File: src/rtl/jk_bank_pkg.sv
// Shared types and constants for the JK flop bank arbiter.
package jk_bank_pkg;

  localparam int OPCNT_W  = 16;
  // Wide enough to hold any legal index plus out-of-range values up to 63,
  // so "idx >= NUM_FF" can be evaluated even for NUM_FF=32.
  localparam int IDX_MAXW = 6;

  typedef enum logic [1:0] {
    JK_HOLD = 2'b00,
    JK_RST  = 2'b01,
    JK_SET  = 2'b10,
    JK_TGL  = 2'b11
  } jk_cmd_e;

  typedef struct packed {
    logic [IDX_MAXW-1:0] idx;
    jk_cmd_e             cmd;
  } jk_cmd_t;

  // Increment that sticks at all-ones instead of wrapping.
  function automatic logic [OPCNT_W-1:0] sat_inc(input logic [OPCNT_W-1:0] v);
    return (&v) ? v : v + 1'b1;
  endfunction

endpackage

File: src/rtl/jk_ff_cell.sv
// Single JK flip-flop with synchronous active-high reset.
module jk_ff_cell
  import jk_bank_pkg::*;
(
  input  logic clk,
  input  logic rst,
  input  logic j,
  input  logic k,
  output logic q,
  output logic q_bar
);

  // JK state update: hold / reset / set / toggle.
  always_ff @(posedge clk) begin
    if (rst) q <= 1'b0;
    else begin
      case (jk_cmd_e'({j, k}))
        JK_RST:  q <= 1'b0;
        JK_SET:  q <= 1'b1;
        JK_TGL:  q <= ~q;
        default: q <= q;
      endcase
    end
  end

  assign q_bar = ~q;

endmodule

File: src/rtl/jk_bank_arbiter.sv
// Round-robin arbiter feeding a one-deep command register that drives a
// bank of JK flops. Accept at edge E0, apply at edge E1.
// Note: rst_n is an active-high synchronous reset despite its name.
module jk_bank_arbiter
  import jk_bank_pkg::*;
#(
  parameter int NUM_REQ = 4,
  parameter int NUM_FF  = 8,
  parameter int IDX_W   = (NUM_FF  > 1) ? $clog2(NUM_FF)  : 1,
  parameter int RID_W   = (NUM_REQ > 1) ? $clog2(NUM_REQ) : 1
) (
  input  logic                     clk,
  input  logic                     rst_n,
  input  logic [NUM_REQ-1:0]       req_valid,
  output logic [NUM_REQ-1:0]       req_ready,
  input  logic [NUM_REQ*IDX_W-1:0] req_idx,
  input  logic [NUM_REQ*2-1:0]     req_jk,
  output logic [NUM_FF-1:0]        q,
  output logic [NUM_FF-1:0]        q_bar,
  output logic                     grant_valid,
  output logic [RID_W-1:0]         grant_id,
  output logic                     err_oob,
  output logic [OPCNT_W-1:0]       op_count
);

  logic [IDX_W-1:0] idx_a [NUM_REQ];
  logic [1:0]       jk_a  [NUM_REQ];
  logic [RID_W-1:0] ptr, gnt_id;
  logic             gnt;
  jk_cmd_t          nxt_cmd, cmd_q;
  logic             cmd_v;
  logic [1:0]       cmd_jk;
  logic             in_rng;

  // Unpack per-requester fields so the arbiter can index them by id.
  for (genvar r = 0; r < NUM_REQ; r++) begin : g_unpack
    assign idx_a[r] = req_idx[r*IDX_W +: IDX_W];
    assign jk_a[r]  = req_jk[r*2 +: 2];
  end

  // Round-robin pick: first valid requester at or after ptr, wrapping.
  always_comb begin
    int               c;
    logic [RID_W-1:0] cid;
    req_ready = '0;
    gnt       = 1'b0;
    gnt_id    = '0;
    nxt_cmd   = '0;
    c         = 0;
    cid       = '0;
    for (int i = 0; i < NUM_REQ; i++) begin
      c = int'(ptr) + i;
      if (c >= NUM_REQ) c = c - NUM_REQ;
      cid = RID_W'(c);
      if (!rst_n && !gnt && req_valid[cid]) begin
        gnt            = 1'b1;
        gnt_id         = cid;
        req_ready[cid] = 1'b1;
        nxt_cmd.idx    = IDX_MAXW'(idx_a[cid]);
        nxt_cmd.cmd    = jk_cmd_e'(jk_a[cid]);
      end
    end
  end

  // Accept stage: latch the granted command, grant info and advance ptr.
  always_ff @(posedge clk) begin
    if (rst_n) begin
      ptr         <= '0;
      cmd_v       <= 1'b0;
      cmd_q       <= '0;
      grant_valid <= 1'b0;
      grant_id    <= '0;
    end else begin
      cmd_v       <= gnt;
      grant_valid <= gnt;
      if (gnt) begin
        cmd_q    <= nxt_cmd;
        grant_id <= gnt_id;
        ptr      <= (gnt_id == RID_W'(NUM_REQ-1)) ? '0 : gnt_id + 1'b1;
      end
    end
  end

  assign cmd_jk = cmd_q.cmd;
  assign in_rng = cmd_v && (cmd_q.idx < IDX_MAXW'(NUM_FF));

  // Apply stage: only the addressed flop sees the command, others hold.
  for (genvar f = 0; f < NUM_FF; f++) begin : g_bank
    logic hit;
    assign hit = cmd_v && (cmd_q.idx == IDX_MAXW'(f));
    jk_ff_cell u_cell (
      .clk   (clk),
      .rst   (rst_n),
      .j     (hit & cmd_jk[1]),
      .k     (hit & cmd_jk[0]),
      .q     (q[f]),
      .q_bar (q_bar[f])
    );
  end

  // Apply-stage status: out-of-range pulse and saturating op counter.
  always_ff @(posedge clk) begin
    if (rst_n) begin
      err_oob  <= 1'b0;
      op_count <= '0;
    end else begin
      err_oob <= cmd_v & ~in_rng;
      if (in_rng) op_count <= sat_inc(op_count);
    end
  end

endmodule

File: config.mk
export PLATFORM = sky130hd
export DESIGN_NAME = jk_bank_arbiter
export DESIGN_NICKNAME = d
export VERILOG_FILES = /design/src/rtl/jk_bank_pkg.sv /design/src/rtl/jk_ff_cell.sv /design/src/rtl/jk_bank_arbiter.sv
export SDC_FILE = /design/constraint.sdc
export NUM_CORES = 1
export LEC_CHECK = 0
export ABC_AREA = 1
export ABC_CLOCK_PERIOD_IN_PS = 2630
export BUFFER_PORTS_ARGS = -buffer_cell sky130_fd_sc_hd__buf_2
export CAP_MARGIN = 15
export CORE_ASPECT_RATIO = 1.1
export CORE_UTILIZATION = 49
export CTS_CLUSTER_DIAMETER = 60
export DETAILED_ROUTE_END_ITERATION = 8
export PLACE_DENSITY = 0.77
export SLEW_MARGIN = 20
export SYNTH_ARGS = -nofsm -noshare
export SYNTH_HDL_FRONTEND = slang
export SYNTH_SLANG_ARGS = --single-unit
File: constraint.sdc
create_clock -name clk -period 2.63 [get_ports clk]
set_clock_uncertainty 0.2 [all_clocks]
set_input_delay 0.526 -clock clk [delete_from_list [all_inputs] [get_ports clk]]
set_output_delay 0.526 -clock clk [all_outputs]
set_load 0.05 [all_outputs]
==> impl_metrics.yaml, run 1 <==
pwr:
  comb_power_share_pct: 69.7
  power_density_nw_per_um2: 1040
  netSwitchingPower_mw: 1.90
  part_of_the_total_power_dissipated_in_sequential_elements_pct: 20.1
  power.switching_fraction_pct: 53.3
  power.leakage_nw: 1.53
  share_clk_of_total_power_pct: 10.2
  peak_supply_drop_mv: 0.888
  internal-power_mw: 1.66
floorplanning:
  boundaryPins: 66
  chipHeight_um: 81.0
  die_area_um2: 5980
  core_um2: 5430
  floorplan.initialDensity_pct: 51.2
  chipWidth_um: 73.8
  core.rowCount: 28
job:
  drv_cap: 0
clock_tree:
  numClockSinks: 34
  root_buffer: "clkbuf_8"
  cts_made_buffers: 5
  cts_hold_buf: 0
  cts_max_path_buffers: 2
  clock_insertion_delay_worst_skew_ns: 0.29
  tritoncts_clock_tree: "yes"
  cts.htree.levels: 2
  clock_transition_at_the_registers_of_the_reported_paths_ns: 0.07
grt:
  grt_start_max_net_pins: 32
  grt_first_pass_wirelength_mm: 11.3
  gr-usage-all-layers_pct: 24.2
  antenna_found_initial: 0
  grt_pass1_vias: 2524
  globalRouteOverflowTotal: 0
critical_path:
  timing.rr.start: "ptr[1]"
  startpoint_type: "flip-flop"
  worstSetupPathType: "reg -> out"
  critical-path-slowest-cell: "dfxtp_2"
  timing.critical_path.required_ns: 1.90
  worst-endpoint-arrival_ns: 1.93
  critical_path.max_fanout: 5
  cpPeakStageDelay_ns: 0.35
  ordered_cell_list_for_the_critical_path: "inv_2 -> ha_4 -> buf_4 -> nand3_1 -> nand3_2 -> nor2_4 -> inv_4 -> o21ai_4 -> buf_6"
  startpoint: "ptr[1]"
  setup.worst_path.end_class: "output port"
sta:
  final-setup-viol-count: 4
  fin_tns_setup_ns: -0.0521
  finalCriticalPeriod_ns: 2.65
  layout_worst_path_cycle_share_pct: 101
  rsz0062_at_grt: "true"
  finalWorstSetupSlack_ns: -0.0242
  worst_hold_slack_ns: 0.278
  timing.fmax_mhz: 377
  hold_viol: 0
  slew_violations: 0
logic_synthesis:
  ys.warnings.count: 0
  synth_seq_cells: 34
  asyncSetResetFlopFracSynth_pct: 0
  synthesis.area_um2: 2780
  post-synth-top-area-fraction_pct: 24.5
  post_synth_most_frequent_cells: "115 x nand2_1, 47 x inv_1, 47 x o21ai_0"
  synth_top_area_cell: "dfxtp_1"
  synth.top_cells.by_area: "dfxtp_1 24%, nand2_1 16%, o21ai_0 8.5%, inv_1 6.3%, a21oi_1 5.2%"
  synth-main-ff-cell: "dfxtp_1"
  synth-edff-count: 0
  number_of_different_library_cells_in_the_post_synthesis_netlist: 34
  syn_avg_cell_area_um2: 6.27
  synth_cells: 443
  syn-num-nets: 478
  synth.most_common_cell: "nand2_1"
  synth.yosys.seq_area_share_pct: 24.5
final_layout:
  num_antenna_cells: 0
  finalInstanceArea_um2: 3410
  nets: 534
  drive_above_1_share_pct: 27.3
  area_growth_pct: 22.6
  final_util_pct: 62.8
detailed_routing:
  routed_wirelength_mm: 7.11
  antenna_left: 0
  vias: 2978
  drt_first_pass_iters: 4
  drt_iter0_markers: 132
  drc_errors: 0
  routed_wire_length_per_instance_um: 12.4
  drt-vias-per-instance: 5.19
placement:
  detailedPlacementHpwl_mm: 4.96
  placed_cell_area_um2: 3110
  place_congestion: 0.873
  port-buffer-count: 64
worst_hold_path:
  worstHoldStart: "g_bank[1].u_cell.q"
  min_path_type: "reg -> reg"
status:
  failing_checks: "setup timing"
  outcome: "finished, violations left"
## power groups by stage
| stage | sequential, mW | combinational, mW | clock (mW) |
|---|---|---|---|
| after floorplan | 0.809 | 1.62 | 0 |
| after global placement | 0.724 | 2.04 | 0 |
| after detailed placement | 0.726 | 2.08 | 0 |
| after CTS | 0.714 | 2.28 | 0.371 |
| after global routing | 0.727 | 2.70 | 0.399 |
| final | 0.714 | 2.48 | 0.363 |
## logic make-up (layout without fill, tap and decap cells)
| kind of cell | Yosys count | in the layout | share of synthesized area (%) |
|---|---|---|---|
| AND/OR/NAND/NOR | 204 | 204 | 33.2 |
| AO/OA/AOI/OAI | 90 | 90 | 17.3 |
| buffers and inverters | 90 | 146 | 15.6 |
| flip-flops | 34 | 34 | 24.5 |
| adder cells (fa/ha/maj) | 9 | 9 | 4.05 |
| multiplexers | 9 | 9 | 3.24 |
| XOR/XNOR | 6 | 6 | 1.89 |
| other | 1 | 1 | 0.135 |
## per-layer routing
layer	global-route usage (%)	vias to the layer above	share of wire [%]
met5	0	-	0
met4	8.08	0	2.8
met3	3.60	21	5.8
met2	43.8	108	48
met1	28.9	1325	43
li1	-	1524	-
## sequential cells by signal, indices dropped and copies added, names as in the netlist, named ones only
name,flops
cmd_jk,2
cmd_q,3
cmd_v,1
g_bank.u_cell.q,8
grant_id,2
op_count,16
ptr,1
## path summary, 6_finish.rpt
path	endpoint	slack (ns)	depth (start not counted)
setup reg to reg	ptr[1]	0.56	13
setup / recovery	req_ready[0]	-0.02	9
hold reg to reg	g_bank[1].u_cell.q	0.28	2
hold / removal	g_bank[1].u_cell.q	0.28	2
## per-stage QoR
step | setup WS (ns) | cells | total power [mW]
2_1_floorplan | 0.0239 | 443 | 2.43
3_3_place_gp | 0.145 | 558 | 2.76
3_5_place_dp | 0.101 | 558 | 2.81
4_1_cts | -0.000471 | 568 | 3.36
5_1_grt | -0.103 | 574 | 3.82
6_report | -0.0242 | 574 | 3.56
## repair_timing
item,in CTS,in global routing
cloned,0,0
gates resized for setup,25,14
pin swaps,5,7
setup endpoints to repair,4,4
buffers inserted,3,6
## area by class of cell
class                      count  area (µm²)
tap                           75        93.8
clock buffer                   7        76.3
inverter                      55         214
fill                         489        2020
sequential                    34         686
multi-input combinational    319        1820
timing repair buffer          84         514
## cell usage in the layout, fill, tap and decap left out, types with 2 or more instances in the layout
cell and count:
a21oi_1 25, a21oi_2 3, buf_2 60, buf_4 16
buf_6 7, clkbuf_1 2, clkbuf_8 5, dfxtp_1 32
ha_1 8, inv_1 45, inv_2 7, inv_4 3
mux2i_1 9, nand2_1 111, nand2_2 6, nand2_4 2
nand3_1 23, nand3_2 4, nand3_4 7, nand4_1 3
nor2_1 34, nor2_4 2, nor3_1 5, nor4_1 2
o211ai_1 7, o21ai_0 44, o21ai_1 3, o21ai_4 4
xnor2_1 4, xor2_1 2
## worst max-delay path: cells and delay by family (launching register included)
family	cells	cell delay, ns
adders and majority gates	1	0.28
DFF	1	0.35
and+or+nand+nor	3	0.42
buffers and inverters	4	0.45
AOI/OAI and AO/OA	1	0.15
No activity file was read; power rests on OpenSTA's default activity.
==> run 2, diff against run 1 <==
Settings changed: CORE_ASPECT_RATIO 1.1 to 0.9, GPL_TIMING_DRIVEN set to 0.
==> run 2 against run 1 <==
The flow still finishes with violations (setup timing); clock power up 9.9%; power rose by 3.4%; final cell count up 4.0%; first-iteration DRC count grew 45%; sequential power shrank 1%; cell area grew 5.0%; largest cell class unchanged.
==> impl_metrics.yaml, run 2 (synthesis results as in run 1) <==
detailed_routing:
  drt_iter0_markers: 191
  vias: 3139
  routed_wire_length_per_instance_um: 12.9
  antenna_left: 0
  routed_wirelength_mm: 7.73
  drt_first_pass_iters: 5
  drc_errors: 0
  drt-vias-per-instance: 5.26
floorplanning:
  die_area_um2: 5980
  core.rowCount: 25
  floorplan.initialDensity_pct: 52.0
  chipHeight_um: 73.4
  core_um2: 5350
  chipWidth_um: 81.4
  boundaryPins: 66
sta:
  rsz0062_at_grt: "true"
  max_slew.worst_pin.slew_ns: 0.555
  slew_violations: 0
  finalCriticalPeriod_ns: 2.74
  final-setup-viol-count: 4
  fin_tns_setup_ns: -0.412
  headroom_to_the_max_slew_limit_pct: 63.0
  layout_worst_path_cycle_share_pct: 104
  hold_viol: 0
  timing.fmax_mhz: 365
  finalWorstSetupSlack_ns: -0.112
grt:
  globalRouteOverflowTotal: 0
  antenna_found_initial: 0
  grt_first_pass_wirelength_mm: 12.6
  grt_start_max_net_pins: 13
  gr-usage-all-layers_pct: 26.8
  grt_pass1_vias: 2854
critical_path:
  setup.worst_path.end_class: "output port"
  timing.critical_path.required_ns: 1.90
  worst-r2r-setup-slack_ns: 0.14
  critical-path-slowest-cell: "dfxtp_4"
  worst_r2r_path_depth: 19
  critical_path_depth: 12
  cp_top_family: "buffers and inverters"
  timing.critical_path.buf_inv: 5
  ordered_cell_list_for_the_critical_path: "inv_6 -> buf_8 -> ha_4 -> nand3_4 -> nand2_2 -> inv_2 -> nand3_4 -> buf_6 -> o21ai_2 -> a21oi_2 -> o21ai_4 -> buf_6"
  worstSetupPathType: "reg -> out"
  startpoint_type: "flip-flop"
  cpPeakStageDelay_ns: 0.38
  critical_path.max_fanout: 5
  worst-endpoint-arrival_ns: 2.02
final_layout:
  final_common_cell: "nand2_1"
  leading_registers_by_flop_count: "op_count x16, g_bank.u_cell.q x8, cmd_q x3"
  registers.top_by_ff_count: "op_count"
  layout.cells.most_common_list: "112 x nand2_1, 66 x buf_2, 45 x inv_1, 43 x o21ai_0"
  final_util_pct: 66.9
  num_antenna_cells: 0
  drive_above_1_share_pct: 31.1
  largest_register_ff_count: 16
  area_growth_pct: 28.8
  nets: 564
clock_tree:
  clock_transition_at_the_registers_of_the_reported_paths_ns: 0.07
  cts_max_path_buffers: 2
  tritoncts_clock_tree: "yes"
  cts_hold_buf: 0
  numClockSinks: 34
  cts.htree.levels: 2
  clock_insertion_delay_worst_skew_ns: 0.28
  cts_made_buffers: 5
  root_buffer: "clkbuf_8"
status:
  failing_checks: "setup timing"
  outcome: "finished, violations left"
pwr:
  power_density_nw_per_um2: 1030
  peak_supply_drop_mv: 1.06
  fin_total_pwr_mw: 3.68
  power.leakage_nw: 1.66
placement:
  port-buffer-count: 64
  place_congestion: 0.948
  detailedPlacementHpwl_mm: 5.37
worst_hold_path:
  min_path_type: "in -> reg"
  hold-path-cell-count: 2
job:
  drv_cap: 0
-- run 2: cell count changes in the layout (fill, tap and decap cells not counted), sizes merged --
cell and change:
clkbuf +5, clkinvlp +1, buf +24, clkinv +1
-- run 2: path summary, 6_finish.rpt --
path                            from                  to
setup / recovery           flip-flop        req_ready[0]
hold / removal                 rst_n  g_bank[7].u_cell.q
setup reg to reg           flip-flop           cmd_jk[1]
hold reg to reg   g_bank[5].u_cell.q  g_bank[5].u_cell.q
-- run 2: timing repair --
item,in CTS,in global routing
hold endpoints to repair,0,0
setup buffers,14,3
endpoints found under the setup margin,4,4
gates resized for setup,36,2
pin swaps,10,2
-- run 2: power breakdown --
part	total (mW)	switching, mW	internal [mW]
Clock	0.399	0.189	0.210
Sequential	0.705	0.0858	0.619
Combinational	2.57	1.66	0.911
Total	3.68	1.94	1.74
-- run 2: layout make-up --
type | instances | area, µm²
flip-flops and latches | 34 | 688
fillers | 482 | 1770
clock inverters | 2 | 12.5
well taps | 67 | 83.8
repair buffers | 81 | 473
multi-input cells | 319 | 1790
inverters | 55 | 219
clock buffers | 6 | 82.6
plain buffers | 33 | 229
-- run 2: per-layer routing --
metal	part of all wire (%)	up-vias	track usage [%]
li1	-	1586	-
met1	46	1407	34.9
met2	46	124	44.3
met3	6.8	22	4.72
met4	1.6	0	8.73
met5	0	-	0
-- run 2: stage by stage --
stage	cell area, µm²	hold WS (ns)	std cells	worst slack, ns
after CTS	3570	0.264	595	-0.0840
final	3580	0.272	597	-0.112
after detailed placement	3260	0.281	574	-0.256
after global placement	3260	0.275	574	-0.229
after floorplan	2860	0.260	443	0.0239
after global routing	3580	0.266	597	-0.171
==> run 3, diff against run 2 <==
==> constraint.sdc (replaced) <==
create_clock -name clk -period 2.63 [get_ports clk]
set_clock_uncertainty 0.2 [all_clocks]
set_input_delay 0.263 -clock clk [delete_from_list [all_inputs] [get_ports clk]]
set_output_delay 0.263 -clock clk [all_outputs]
set_load 0.05 [all_outputs]
==> run 3 against run 2 <==
The run now ends clean; flip-flop and latch count did not move; global-route usage fell by 1.5 points; final cell count fell by 1.0%; setup slack improved by 0.18 ns; first-iteration DRC count fell by 34%; clock power fell by 11%; cell area fell by 0.94%; fmax rose by 6.9%; largest cell class unchanged; largest power group unchanged; highest routed layer unchanged.
==> impl_metrics.yaml, run 3 (synthesis results as in run 1) <==
status:
  outcome: "finished, final reports clean"
final_layout:
  num_antenna_cells: 0
  total_area_of_sequential_cells_um2: 688
  nets: 559
  multi_input_comb_area_um2: 1810
  largest_register_ff_count: 16
  leading_registers_by_flop_count: "op_count x16, g_bank.u_cell.q x8, cmd_q x3"
  area_growth_pct: 27.6
  final_common_cell: "nand2_1"
  drive_above_1_share_pct: 29.8
  fillers: 482
  layout.cells.most_common_list: "112 x nand2_1, 65 x buf_2, 45 x inv_1, 43 x o21ai_0, 34 x nor2_1"
  registers.top_by_ff_count: "op_count"
detailed_routing:
  vias: 3060
  routed_wire_length_per_instance_um: 12.4
  drt_first_pass_iters: 5
  drt_iter0_markers: 126
  antenna_left: 0
  routed_wirelength_mm: 7.34
  drt-vias-per-instance: 5.18
  drc_errors: 0
pwr:
  comb_power_share_pct: 70.0
  part_of_the_total_power_dissipated_in_sequential_elements_pct: 20.0
  internal-power_mw: 1.66
  fin_total_pwr_mw: 3.55
  power_density_nw_per_um2: 1000
  netSwitchingPower_mw: 1.89
  power.leakage_nw: 1.63
  share_clk_of_total_power_pct: 10.0
  power.switching_fraction_pct: 53.2
  peak_supply_drop_mv: 0.902
worst_hold_path:
  worstHoldStart: "req_idx[10]"
  whs_endpoint: "cmd_q[3]"
  hold-path-cell-count: 5
  min_path_type: "in -> reg"
critical_path:
  worst_r2r_path_depth: 16
  timing.rr.start: "ptr[1]"
  timing.critical_path.required_ns: 2.17
  setup.worst_path.end_class: "output port"
  worstSetupPathType: "reg -> out"
  timing.critical_path.buf_inv: 5
  worst-r2r-setup-slack_ns: 0.18
  reg2reg_to: "ptr[1]"
  cpPeakStageDelay_ns: 0.35
  cp_top_family: "buffers and inverters"
  ordered_cell_list_for_the_critical_path: "buf_6 -> inv_2 -> clkbuf_8 -> ha_4 -> inv_4 -> nand3_4 -> nand2_4 -> nand3_4 -> nor2_4 -> a21oi_2 -> o21ai_4 -> buf_6"
  critical_path.max_fanout: 5
  critical-path-slowest-cell: "dfxtp_4"
  startpoint_type: "flip-flop"
  worst-endpoint-arrival_ns: 2.10
sta:
  worst_hold_slack_ns: 0.176
  layout_worst_path_cycle_share_pct: 97.5
  finalCriticalPeriod_ns: 2.56
  timing.fmax_mhz: 390
  final-setup-viol-count: 0
  max_slew.worst_pin.slew_ns: 0.538
  hold_viol: 0
  headroom_to_the_max_slew_limit_pct: 64.1
  slew_violations: 0
  fin_tns_setup_ns: 0
clock_tree:
  clock_transition_at_the_registers_of_the_reported_paths_ns: 0.07
  cts.htree.levels: 2
  tritoncts_clock_tree: "yes"
  cts_max_path_buffers: 2
  clock_insertion_delay_worst_skew_ns: 0.28
  root_buffer: "clkbuf_8"
  numClockSinks: 34
  cts_made_buffers: 5
floorplanning:
  core_um2: 5350
  die_area_um2: 5980
  boundaryPins: 66
  chipHeight_um: 73.4
  core.rowCount: 25
  floorplan.initialDensity_pct: 52.0
  chipWidth_um: 81.4
grt:
  grt_first_pass_wirelength_mm: 11.9
  antenna_found_initial: 0
  grt_pass1_vias: 2688
  grt_start_max_net_pins: 18
  globalRouteOverflowTotal: 0
  gr-usage-all-layers_pct: 25.3
placement:
  detailedPlacementHpwl_mm: 5.30
  port-buffer-count: 64
  place_congestion: 0.932
job:
  drv_cap: 0
==> run 3: cell types whose count changed in the layout (fill, tap and decap cells not counted), sizes merged <==
cell,previous run,this run
clkbuf,12,14
clkinvlp,1,0
dlygate4sd3,0,1
buf,108,101
clkinv,1,0
==> run 3: area by class of cell <==
class	count	share of cell area [%]
flip-flops and latches	34	19.4
inverters	55	6.03
repair buffers	75	12.1
well taps	67	2.36
clock buffers	7	2.15
multi-input cells	319	51.1
plain buffers	34	6.81
==> run 3: timing repair <==
action / in CTS / in global routing
endpoints found under the setup margin: 11 / 4
pin swaps: 3 / 7
hold buffers: 1 / 0
setup buffers: 6 / 4
resized for setup: 22 / 25
gates cloned: 0 / 0
hold endpoints to repair: 1 / 0
==> run 3: how the worst max path moves through the flow <==
stage	start	to	slack [ns]	cells after the start
after CTS	ptr[1]	req_ready[0]	0.02	12
after floorplan	ptr[1]	req_ready[0]	0.06	11
final	ptr[1]	req_ready[2]	0.07	12
after global placement	ptr[1]	req_ready[1]	-0.31	13
after global routing	ptr[1]	req_ready[3]	-0.02	13
after detailed placement	ptr[1]	req_ready[0]	-0.38	12
==> run 3: metal layers <==
layer / part of all wire [%] / vias up / track usage [%] / wire length, µm
met5: 0 / - / 0 / 0
met1: 46 / 1386 / 32.6 / 3390
met4: 0.90 / 0 / 7.94 / 66
met2: 48 / 91 / 42.0 / 3510
li1: - / 1574 / - / -
met3: 5.1 / 9 / 5.09 / 376
==> run 3: through the flow <==
| stage | setup WS [ns] | instances | util [%] | instance area [µm²] |
|---|---|---|---|---|
| finish | 0.0653 | 591 | 66.3 | 3550 |
| floorplan | 0.0574 | 443 | - | 2830 |
| detailed placement | -0.382 | 574 | 60.4 | 3230 |
| global route | -0.0247 | 591 | 66.3 | 3550 |
| global placement | -0.306 | 574 | 60.4 | 3230 |
| CTS | 0.0228 | 587 | 64.1 | 3430 |
==> run 3: worst reg2reg max path, delay by kind of cell (launching register included) <==
family | cells | cell delay (ns)
adders and majority gates | 1 | 0.27
buffers and inverters | 6 | 0.60
DFF | 1 | 0.35
and+or+nand+nor | 9 | 0.91
==> run 3: power by group through the flow <==
stage	Combinational [mW]	Sequential [mW]	Clock, mW
6_report	2.49	0.711	0.356
4_1_cts	2.25	0.709	0.362
2_1_floorplan	1.58	0.805	0
3_5_place_dp	2.08	0.713	0
3_3_place_gp	2.03	0.710	0
5_1_grt	2.72	0.726	0.390
